`config.mk`:
```
export PLATFORM = sky130hd
export DESIGN_NAME = fetch_unit_flat
export DESIGN_NICKNAME = d
export VERILOG_FILES = /design/src/rtl/fetch_pkg.sv /design/src/rtl/fetch_if.sv /design/src/rtl/fetch_predecode.sv /design/src/rtl/fetch_unit.sv /design/src/flat_wrapper.sv
export SDC_FILE = /design/constraint.sdc
export NUM_CORES = 1
export LEC_CHECK = 0
export BUFFER_PORTS_ARGS = -buffer_cell sky130_fd_sc_hd__buf_2
export CAP_MARGIN = 0
export CORE_MARGIN = 4
export CORE_UTILIZATION = 45
export CTS_CLUSTER_DIAMETER = 150
export DETAILED_ROUTE_END_ITERATION = 10
export GPL_TIMING_DRIVEN = 0
export PLACE_DENSITY_LB_ADDON = 0.05
export SYNTH_ARGS = -nofsm -noshare
export SYNTH_HDL_FRONTEND = slang
export SYNTH_SLANG_ARGS = --single-unit
```
`constraint.sdc`:
```
create_clock -name clk -period 2.12 [get_ports clk]
set_input_delay 0.424 -clock clk [delete_from_list [all_inputs] [get_ports clk]]
set_output_delay 0.424 -clock clk [all_outputs]
set_load 0.03 [all_outputs]
```
`src/rtl/fetch_pkg.sv`:
```
// Shared types and defaults for the instruction-fetch stage.
package fetch_pkg;

  typedef enum logic [1:0] {
    ST_BOOT  = 2'd0,
    ST_FETCH = 2'd1,
    ST_IMM   = 2'd2
  } state_t;

  localparam int RESET_VEC_DEFAULT = 0;
  localparam int IMM_BIT_DEFAULT   = 0;
  localparam logic [15:0] NOP_WORD = 16'h0000;

endpackage

```
`src/rtl/fetch_if.sv`:
```
// Instruction-memory port, hazard/branch inputs and IF/ID outputs of the fetch stage.
interface fetch_if #(parameter int ADDR_W = 16) ();

  logic [ADDR_W-1:0] imem_addr;
  logic [15:0]       imem_data;
  logic              stall;
  logic              branch_taken;
  logic [ADDR_W-1:0] branch_target;
  logic [15:0]       instr_out;
  logic [15:0]       imm_out;
  logic [ADDR_W-1:0] pc_next_out;
  logic              valid_out;

  modport master (
    output imem_addr, instr_out, imm_out, pc_next_out, valid_out,
    input  imem_data, stall, branch_taken, branch_target
  );

  modport slave (
    input  imem_addr, instr_out, imm_out, pc_next_out, valid_out,
    output imem_data, stall, branch_taken, branch_target
  );

endinterface

```
`src/rtl/fetch_predecode.sv`:
```
// Opcode-word classification; currently only separates single- from two-word instructions.
module fetch_predecode (
  input  logic imm_flag,
  output logic is_two_word
);

  assign is_two_word = imm_flag;

endmodule

```
`src/rtl/fetch_unit.sv`:
```
// Instruction fetch: boots PC from memory, assembles two-word instructions, drives IF/ID.
//   state    | meaning
//   ST_BOOT  | reading the reset vector word to load the PC
//   ST_FETCH | reading an opcode word at pc
//   ST_IMM   | opcode held in hold_reg, reading its immediate word at pc
module fetch_unit
  import fetch_pkg::*;
#(
  parameter int ADDR_W         = 16,
  parameter int RESET_VEC_ADDR = RESET_VEC_DEFAULT,
  parameter int IMM_BIT        = IMM_BIT_DEFAULT
) (
  input logic   clk,
  input logic   rst_n,
  fetch_if.master bus
);

  state_t            state, state_nxt;
  logic [ADDR_W-1:0] pc, pc_nxt, pc_inc;
  logic [15:0]       hold_reg, hold_nxt;
  logic [15:0]       instr_q, instr_nxt;
  logic [15:0]       imm_q, imm_nxt;
  logic [ADDR_W-1:0] pc_next_q, pc_next_nxt;
  logic              valid_q, valid_nxt;
  logic              is_two_word;

  fetch_predecode u_predecode (
    .imm_flag    (bus.imem_data[IMM_BIT]),
    .is_two_word (is_two_word)
  );

  assign pc_inc = pc + ADDR_W'(1);

  always_ff @(posedge clk or negedge rst_n) begin
    if (!rst_n) begin
      state     <= ST_BOOT;
      pc        <= '0;
      hold_reg  <= NOP_WORD;
      instr_q   <= NOP_WORD;
      imm_q     <= NOP_WORD;
      pc_next_q <= '0;
      valid_q   <= 1'b0;
    end else begin
      state     <= state_nxt;
      pc        <= pc_nxt;
      hold_reg  <= hold_nxt;
      instr_q   <= instr_nxt;
      imm_q     <= imm_nxt;
      pc_next_q <= pc_next_nxt;
      valid_q   <= valid_nxt;
    end
  end

  always_comb begin
    state_nxt   = state;
    pc_nxt      = pc;
    hold_nxt    = hold_reg;
    instr_nxt   = instr_q;
    imm_nxt     = imm_q;
    pc_next_nxt = pc_next_q;
    valid_nxt   = valid_q;
    unique case (state)
      ST_BOOT: begin
        pc_nxt    = ADDR_W'(bus.imem_data);
        state_nxt = ST_FETCH;
        valid_nxt = 1'b0;
      end
      ST_FETCH: begin
        // A redirect must win over a stall so it is not lost while frozen.
        if (bus.branch_taken) begin
          pc_nxt    = bus.branch_target;
          valid_nxt = 1'b0;
        end else if (!bus.stall) begin
          pc_nxt = pc_inc;
          if (is_two_word) begin
            hold_nxt  = bus.imem_data;
            valid_nxt = 1'b0;
            state_nxt = ST_IMM;
          end else begin
            instr_nxt   = bus.imem_data;
            imm_nxt     = NOP_WORD;
            pc_next_nxt = pc_inc;
            valid_nxt   = 1'b1;
          end
        end
      end
      ST_IMM: begin
        if (bus.branch_taken) begin
          pc_nxt    = bus.branch_target;
          valid_nxt = 1'b0;
          state_nxt = ST_FETCH;
        end else if (!bus.stall) begin
          instr_nxt   = hold_reg;
          imm_nxt     = bus.imem_data;
          pc_next_nxt = pc_inc;
          valid_nxt   = 1'b1;
          pc_nxt      = pc_inc;
          state_nxt   = ST_FETCH;
        end
      end
      default: state_nxt = ST_BOOT;
    endcase
  end

  assign bus.imem_addr   = (state == ST_BOOT) ? ADDR_W'(RESET_VEC_ADDR) : pc;
  assign bus.instr_out   = instr_q;
  assign bus.imm_out     = imm_q;
  assign bus.pc_next_out = pc_next_q;
  assign bus.valid_out   = valid_q;

endmodule

```
`src/flat_wrapper.sv`:
```
// flat-port wrapper written by rule: the top's interface ports become plain ports
module fetch_unit_flat import fetch_pkg::*;
#(
  parameter int ADDR_W         = 16,
  parameter int RESET_VEC_ADDR = RESET_VEC_DEFAULT,
  parameter int IMM_BIT        = IMM_BIT_DEFAULT
)
  (clk, rst_n, bus_imem_addr, bus_instr_out, bus_imm_out, bus_pc_next_out, bus_valid_out, bus_imem_data, bus_stall, bus_branch_taken, bus_branch_target);
  fetch_if #(.ADDR_W(ADDR_W)) bus_i ();
  input logic clk;
  input logic rst_n;
  output wire logic [$bits(bus_i.imem_addr)-1:0] bus_imem_addr;
  output wire logic [$bits(bus_i.instr_out)-1:0] bus_instr_out;
  output wire logic [$bits(bus_i.imm_out)-1:0] bus_imm_out;
  output wire logic [$bits(bus_i.pc_next_out)-1:0] bus_pc_next_out;
  output wire logic [$bits(bus_i.valid_out)-1:0] bus_valid_out;
  input wire logic [$bits(bus_i.imem_data)-1:0] bus_imem_data;
  input wire logic [$bits(bus_i.stall)-1:0] bus_stall;
  input wire logic [$bits(bus_i.branch_taken)-1:0] bus_branch_taken;
  input wire logic [$bits(bus_i.branch_target)-1:0] bus_branch_target;
  assign bus_imem_addr = bus_i.imem_addr;
  assign bus_instr_out = bus_i.instr_out;
  assign bus_imm_out = bus_i.imm_out;
  assign bus_pc_next_out = bus_i.pc_next_out;
  assign bus_valid_out = bus_i.valid_out;
  assign bus_i.imem_data = bus_imem_data;
  assign bus_i.stall = bus_stall;
  assign bus_i.branch_taken = bus_branch_taken;
  assign bus_i.branch_target = bus_branch_target;
  fetch_unit #(.ADDR_W(ADDR_W), .RESET_VEC_ADDR(RESET_VEC_ADDR), .IMM_BIT(IMM_BIT)) u_core (.clk(clk), .rst_n(rst_n), .bus(bus_i));
endmodule
```
# Word-level counts from Yosys, hierarchy flattened
# Cells that the tools add are included.
totals:
  register_bits: 83
  in_bits: 36
  output_inout_bits: 65
  word_cells: 64
classes:
  addsub: 1
  eq_ne: 11
  n_mux: 33
  n_bitwise: 2
  reduce_logical: 10
ops:
  columns: ["op", "n"]
  rows:
  - ["16-bit 2-to-1 mux", 17]
  - ["16-bit one-hot mux with 2 select lines", 4]
  - ["16-bit by 1-bit adder with 16-bit output (second input constant)", 1]
  - ["2-bit != test (second input constant)", 6]
  - ["2-bit 2-to-1 mux", 5]
  - ["4-bit AND reduction", 2]
  - ["3-bit != test (second input constant)", 2]
  - ["2-bit one-hot mux with 3 select lines", 1]
  - ["6-bit AND reduction", 1]
  - ["1-bit 2-to-1 mux", 5]
  - ["2-bit nonzero test", 2]
  - ["3-bit by 2-bit != test with 1-bit output (second input constant)", 1]
  - ["1-bit one-hot mux with 3 select lines", 1]
  - ["3-bit AND reduction", 1]
  - ["3-bit nonzero test", 1]
  - ["2-bit by 1-bit equality test with 1-bit output (second input constant)", 1]
  - ["2-bit equality test (second input constant)", 1]
  - ["2-bit logical NOT", 1]
  - ["1-bit NOT", 2]
  - ["2-bit AND reduction", 1]
  - ["2-bit OR reduction", 1]

# Longest topological paths before layout
logic_depth:
  ltp_word: 5
  depth_mapped: 8
  mapped_depth_nobuf: 6

# Modules after synthesis
# From an unflattened synthesis, not the netlist that was laid out.
hier_totals:
  cells_unflattened: 389
  area_unflattened_um2: 4062.6
by_module_without_submodules:
  columns: ["mod", "instances", "cells_each", "area_each_um2", "seq_area_each_um2"]
  rows:
  - ["fetch_unit", 1, 388, 4055.1, 2077.0]
  - ["fetch_predecode", 1, 1, 7.5, 0.0]

# Worst setup path before layout
# Ideal clock, no wire load.
synth_timing:
  path_kind: "register -> register"
  startpoint: "register u_core.state[0]"
  endpoint: "register u_core.pc[15]"
  setup_time_ps: 139
  arrival_ps: 1704
  required_time_ps: 1981
  path_slack_ps: 277
  path_stages_with_launch: 8
  path_buffers: 1
  period_less_slack_ps: 1843
  cell_sequence: "dfrtp_1 > inv_1 > ha_1 > buf_2 > clkinv_1 > a22oi_1 > nor2_1 > or4_1"
synth_between:
  elab_chain_len: 4
  word_cells_on_any_way: 8
  classes_between: "eq/ne (3); mux (1); reduce/logical (4)"
synth_rtl:
  columns: ["element", "line", "source"]
  rows:
  - ["start: declaration", "fetch_unit.sv:18", "state_t state, state_nxt;"]
  - ["start signal: assignment", "fetch_unit.sv:44", "state <= state_nxt;"]
  - ["2-bit by 1-bit equality test with 1-bit output or 2-bit equality test (tied branches)", "fetch_unit.sv:62", "unique case (state)"]
  - ["2-bit OR reduction (no line)", null, null]
  - ["3-bit by 2-bit != test with 1-bit output (no line) or 2-bit nonzero test (tied branches)", null, null]
  - ["2-bit AND reduction (no line)", null, null]
  - ["end signal: assignment", "fetch_unit.sv:45", "pc <= pc_nxt;"]
  - ["end: declaration", "fetch_unit.sv:19", "logic [ADDR_W-1:0] pc, pc_nxt, pc_inc;"]
# Parallel ways exist; a longest one is shown, timed or not.
# A chain may end at the register's enable or synchronous reset.

# Worst setup path in the final report
layout_timing:
  startpoint: "register u_core.state[0]"
  endpoint: "output port bus_imem_addr[11]"
layout_between:
  elab_chain_len: 2
layout_rtl:
  columns: ["element", "line", "source"]
  rows:
  - ["2-bit logical NOT", "fetch_unit.sv:105", "assign bus.imem_addr = (state == ST_BOOT) ? ADDR_W'(RESET_VEC_ADDR) : pc;"]
  - ["16-bit 2-to-1 mux", "fetch_unit.sv:105", null]
  - ["end: declaration", "flat_wrapper.sv:12", "output wire logic [$bits(bus_i.imem_addr)-1:0] bus_imem_addr;"]
# Every way passes these cells.

==> impl_metrics.sql <==
INSERT INTO impl_metrics (metric_group, metric, value, unit) VALUES
('outcome', 'outcome', 'complete, no violations', ''),
('synth', 'mappedNetlistNets', '431', ''),
('global_route', 'grt_pass1_vias', '3379', ''),
('global_route', 'grt_max_degree', '67', ''),
('die', 'row_count', '34', ''),
('global_route', 'grtUsageMet3', '2.84', '%'),
('synth', 'ys_async_sr_fraction', '100', '%'),
('pwr', 'ir_drop', '0.000608', 'V'),
('global_route', 'grt-busiest-layer', 'met2', ''),
('global_route', 'grt_pass1_wl', '17900', 'µm'),
('global_route', 'met2_usage', '36.2', '%'),
('global_route', 'groute.layer.met1.usage', '30.8', '%'),
('min_path', 'min-delay-path-class', 'in2reg', ''),
('pwr', 'power.density_cell_area', '1600', 'nW/µm²'),
('worst_setup_path', 'worst_ep_arrival_time', '1.61', 'ns'),
('clocking', 'clockRootBuffer', 'clkbuf_8', ''),
('timing', 'final_hold_viol_count', '0', ''),
('finish', 'final_layout_size_suffix_gt1_share', '31.5', '%'),
('worst_setup_path', 'critical_path_required', '1.70', 'ns'),
('job', 'timing.max_cap.violations', '0', ''),
('finish', 'area.growth.synth_to_final', '22.1', '%'),
('clocking', 'cts_max_path_buffers', '2', ''),
('synth', 'synth.cell_area', '4060', 'µm²'),
('die', 'design.core.area', '8760', 'µm²'),
('clocking', 'worst_skew_pair_later_pin_latency', '0.35', 'ns'),
('routing', 'detail-route-antenna-nets', '0', ''),
('clocking', 'cts_inserted_buffers', '9', ''),
('routing', 'post_dr_vias_cell', '5.67', ''),
('timing', 'setup_viol', '0', ''),
('timing', 'period_share', '96.0', '%'),
('placement', 'detailed_place.area', '4730', 'µm²'),
('worst_setup_path', 'timing_worst_setup_path_type', 'reg2out', ''),
('die', 'starting_density_of_the_core', '46.3', '%'),
('finish', 'post_layout_instance_count_excluding_filler_cells', '616', ''),
('finish', 'finalCoreUtilization', '56.6', '%'),
('die', 'floorplan.die.height', '103', 'µm'),
('timing', 'setup-tns-final', '0', 'ns'),
('routing', 'drt_iter0_markers', '160', ''),
('routing', 'post_drt_wl_per_cell', '18.7', 'µm'),
('synth', 'syn_area_per_cell', '10.4', 'µm²'),
('synth', 'synth_ff_type', 'dfrtp_1', ''),
('synth', 'synth_enable_flop_cells', '0', ''),
('finish', 'seq_area', '2080', 'µm²'),
('global_route', 'grtUsageTotal', '22.2', '%'),
('routing', 'drt_pass1_iterations', '5', ''),
('finish', 'final_area', '4960', 'µm²'),
('global_route', 'global_route.overflow_total', '0', ''),
('timing', 'tightestPinTransition', '0.576', 'ns'),
('placement', 'gp_congestion', '0.878', ''),
('synth', 'postSynthRegisterBits', '83', ''),
('timing', 'fin_skew', '0.0103', 'ns'),
('placement', 'post-dp-hpwl', '8370', 'µm'),
('timing', 'layout_min_cycle_time', '2.03', 'ns'),
('worst_setup_path', 'crit_path_end_kind', 'output port', ''),
('clocking', 'cts.sink_count', '83', ''),
('pwr', 'leakagePower', '2.37', 'nW'),
('synth', 'synth_sequential_area_ratio', '51.1', '%'),
('finish', 'layout_common_cells', 'buf_2 (108), dfrtp_1 (83), nand2_1 (46)', ''),
('global_route', 'antenna_found_initial', '0', ''),
('die', 'ports', '101', ''),
('synth', 'yosysWarnings', '0', ''),
('finish', 'antenna-diode-count', '0', ''),
('worst_setup_path', 'startpoint_type_of_the_worst_setup_path', 'flop', ''),
('placement', 'dpl.cell_count', '599', ''),
('finish', 'multi_input_combinational_cell_area', '1850', 'µm²'),
('placement', 'port-buffer-count', '100', ''),
('clocking', 'cts_tree', 'built', ''),
('routing', 'drt_drc_violations_left', '0', ''),
('synth', 'post_synth_inst_count', '390', ''),
('finish', 'filler_cell_count', '825', ''),
('timing', 'drv_slew', '0', ''),
('timing', 'maxSlewHeadroom', '61.6', '%'),
('die', 'die_w', '103', 'µm'),
('clocking', 'cts-htree-levels', '3', ''),
('worst_setup_path', 'worst_path_maximum_fanout', '10', ''),
('synth', 'synth_cell_type_count', '53', ''),
('routing', 'vias', '3492', ''),
('die', 'design.die.area', '10600', 'µm²'),
('routing', 'drt_wl_total', '11500', 'µm'),
('timing', 'fmax', '492', 'MHz'),
('finish', 'layout.cells.most_common', 'buf_2', ''),
('clocking', 'cts.reportedPaths.clkPinSlew', '0.09', 'ns'),
('timing', 'grt_setup_unrepaired', 'true', ''),
('finish', 'nets', '544', '');
[where the power goes]
group / leakage (nW) / internal (mW) / switching, mW / total, mW
clock network: 0.0835 / 0.438 / 0.612 / 1.05
logic: 1.25 / 1.45 / 2.65 / 4.10
registers: 1.04 / 2.27 / 0.490 / 2.76
total: 2.37 / 4.16 / 3.75 / 7.91
[metrics by stage]
| step | power (mW) | hold WS [ns] | setup slack (ns) |
|---|---|---|---|
| global route | 8.45 | 0.344 | -0.00843 |
| floorplan | 5.59 | 0.128 | 0.277 |
| CTS | 7.91 | 0.331 | 0.0178 |
| detailed placement | 6.82 | 0.324 | -0.0374 |
| global placement | 6.72 | 0.457 | -0.0991 |
| finish | 7.91 | 0.340 | 0.0856 |
[layer usage]
metal  vias up  part of all wire, %
li1       1633                    -
met4         0                  1.6
met1      1713                   43
met3        15                  6.8
met2       131                   48
met5         -                    0
[cells in the mapped netlist, drive strengths merged (3+ instances only)]
library cell / number / area share [%]
o21ai: 40 / 4.9
o31a: 5 / 1.1
a22o: 18 / 3.9
nor2b: 18 / 2.8
and4: 6 / 1.4
and3: 5 / 0.77
mux2: 15 / 4.2
mux2i: 17 / 4.2
dfrtp: 83 / 51
nand4: 3 / 0.46
inv: 6 / 0.55
nor3b: 4 / 0.74
nand3: 7 / 0.86
nor2: 16 / 1.5
xnor2: 8 / 1.7
clkbuf: 7 / 0.65
a211o: 3 / 0.65
ha: 5 / 1.5
and2: 3 / 0.46
a22oi: 4 / 0.74
a21oi: 13 / 1.6
xor2: 4 / 0.86
o22ai: 3 / 0.46
nand2: 46 / 4.3
buf: 18 / 2.3
[path summary, 6_finish.rpt]
check                                                from                                      to  slack (ns)  cells after the start
max reg2reg                   u_core.state[0]$_DFFE_PN0P_               u_core.pc[15]$_DFFE_PN0P_        0.10                      7
max in group asynchronous                           rst_n             u_core.state[1]$_DFFE_PN0P_        1.01                      3
min in group asynchronous                           rst_n  u_core.bus.pc_next_out[10]$_DFFE_PN0P_        0.48                      2
min reg2reg                u_core.hold_reg[0]$_DFFE_PN0P_          u_core.hold_reg[0]$_DFFE_PN0P_        0.47                      1
min                                      bus_imem_data[9]       u_core.bus.imm_out[9]$_DFFE_PN0P_        0.34                      2
max                           u_core.state[0]$_DFFE_PN0P_                       bus_imem_addr[11]        0.09                      5
[critical path, stage by stage (launching register included)]
cell      delay (ns)
dfrtp_1         0.42
inv_1           0.10
ha_2            0.29
buf_4           0.21
nor2b_1         0.06
clkbuf_4        0.17
[what timing repair did]
action	in CTS	in global routing
endpoints found under the hold margin	17	0
hold buffers	1	0
pin swaps	0	0
setup endpoints to repair	21	44
gates resized for setup	5	19
setup buffers	0	0
[area by class of cell]
cell class | instances | area share, %
Multi-Input combinational cell | 275 | 37.4
Inverter | 7 | 0.581
Clock inverter | 6 | 1.01
Timing Repair Buffer | 102 | 11.0
Buffer | 25 | 2.83
Tap cell | 108 | 2.73
Sequential cell | 83 | 41.9
Clock buffer | 10 | 2.57
[cells by family after synthesis]
logic type	share of synthesized area [%]
simple gates	15.6
compound gates	17.2
flops	51.1
buf+inv	3.60
mux	8.35
xor+xnor	2.59
fa+ha+maj	1.54
Power figures use the tool's default switching activity.
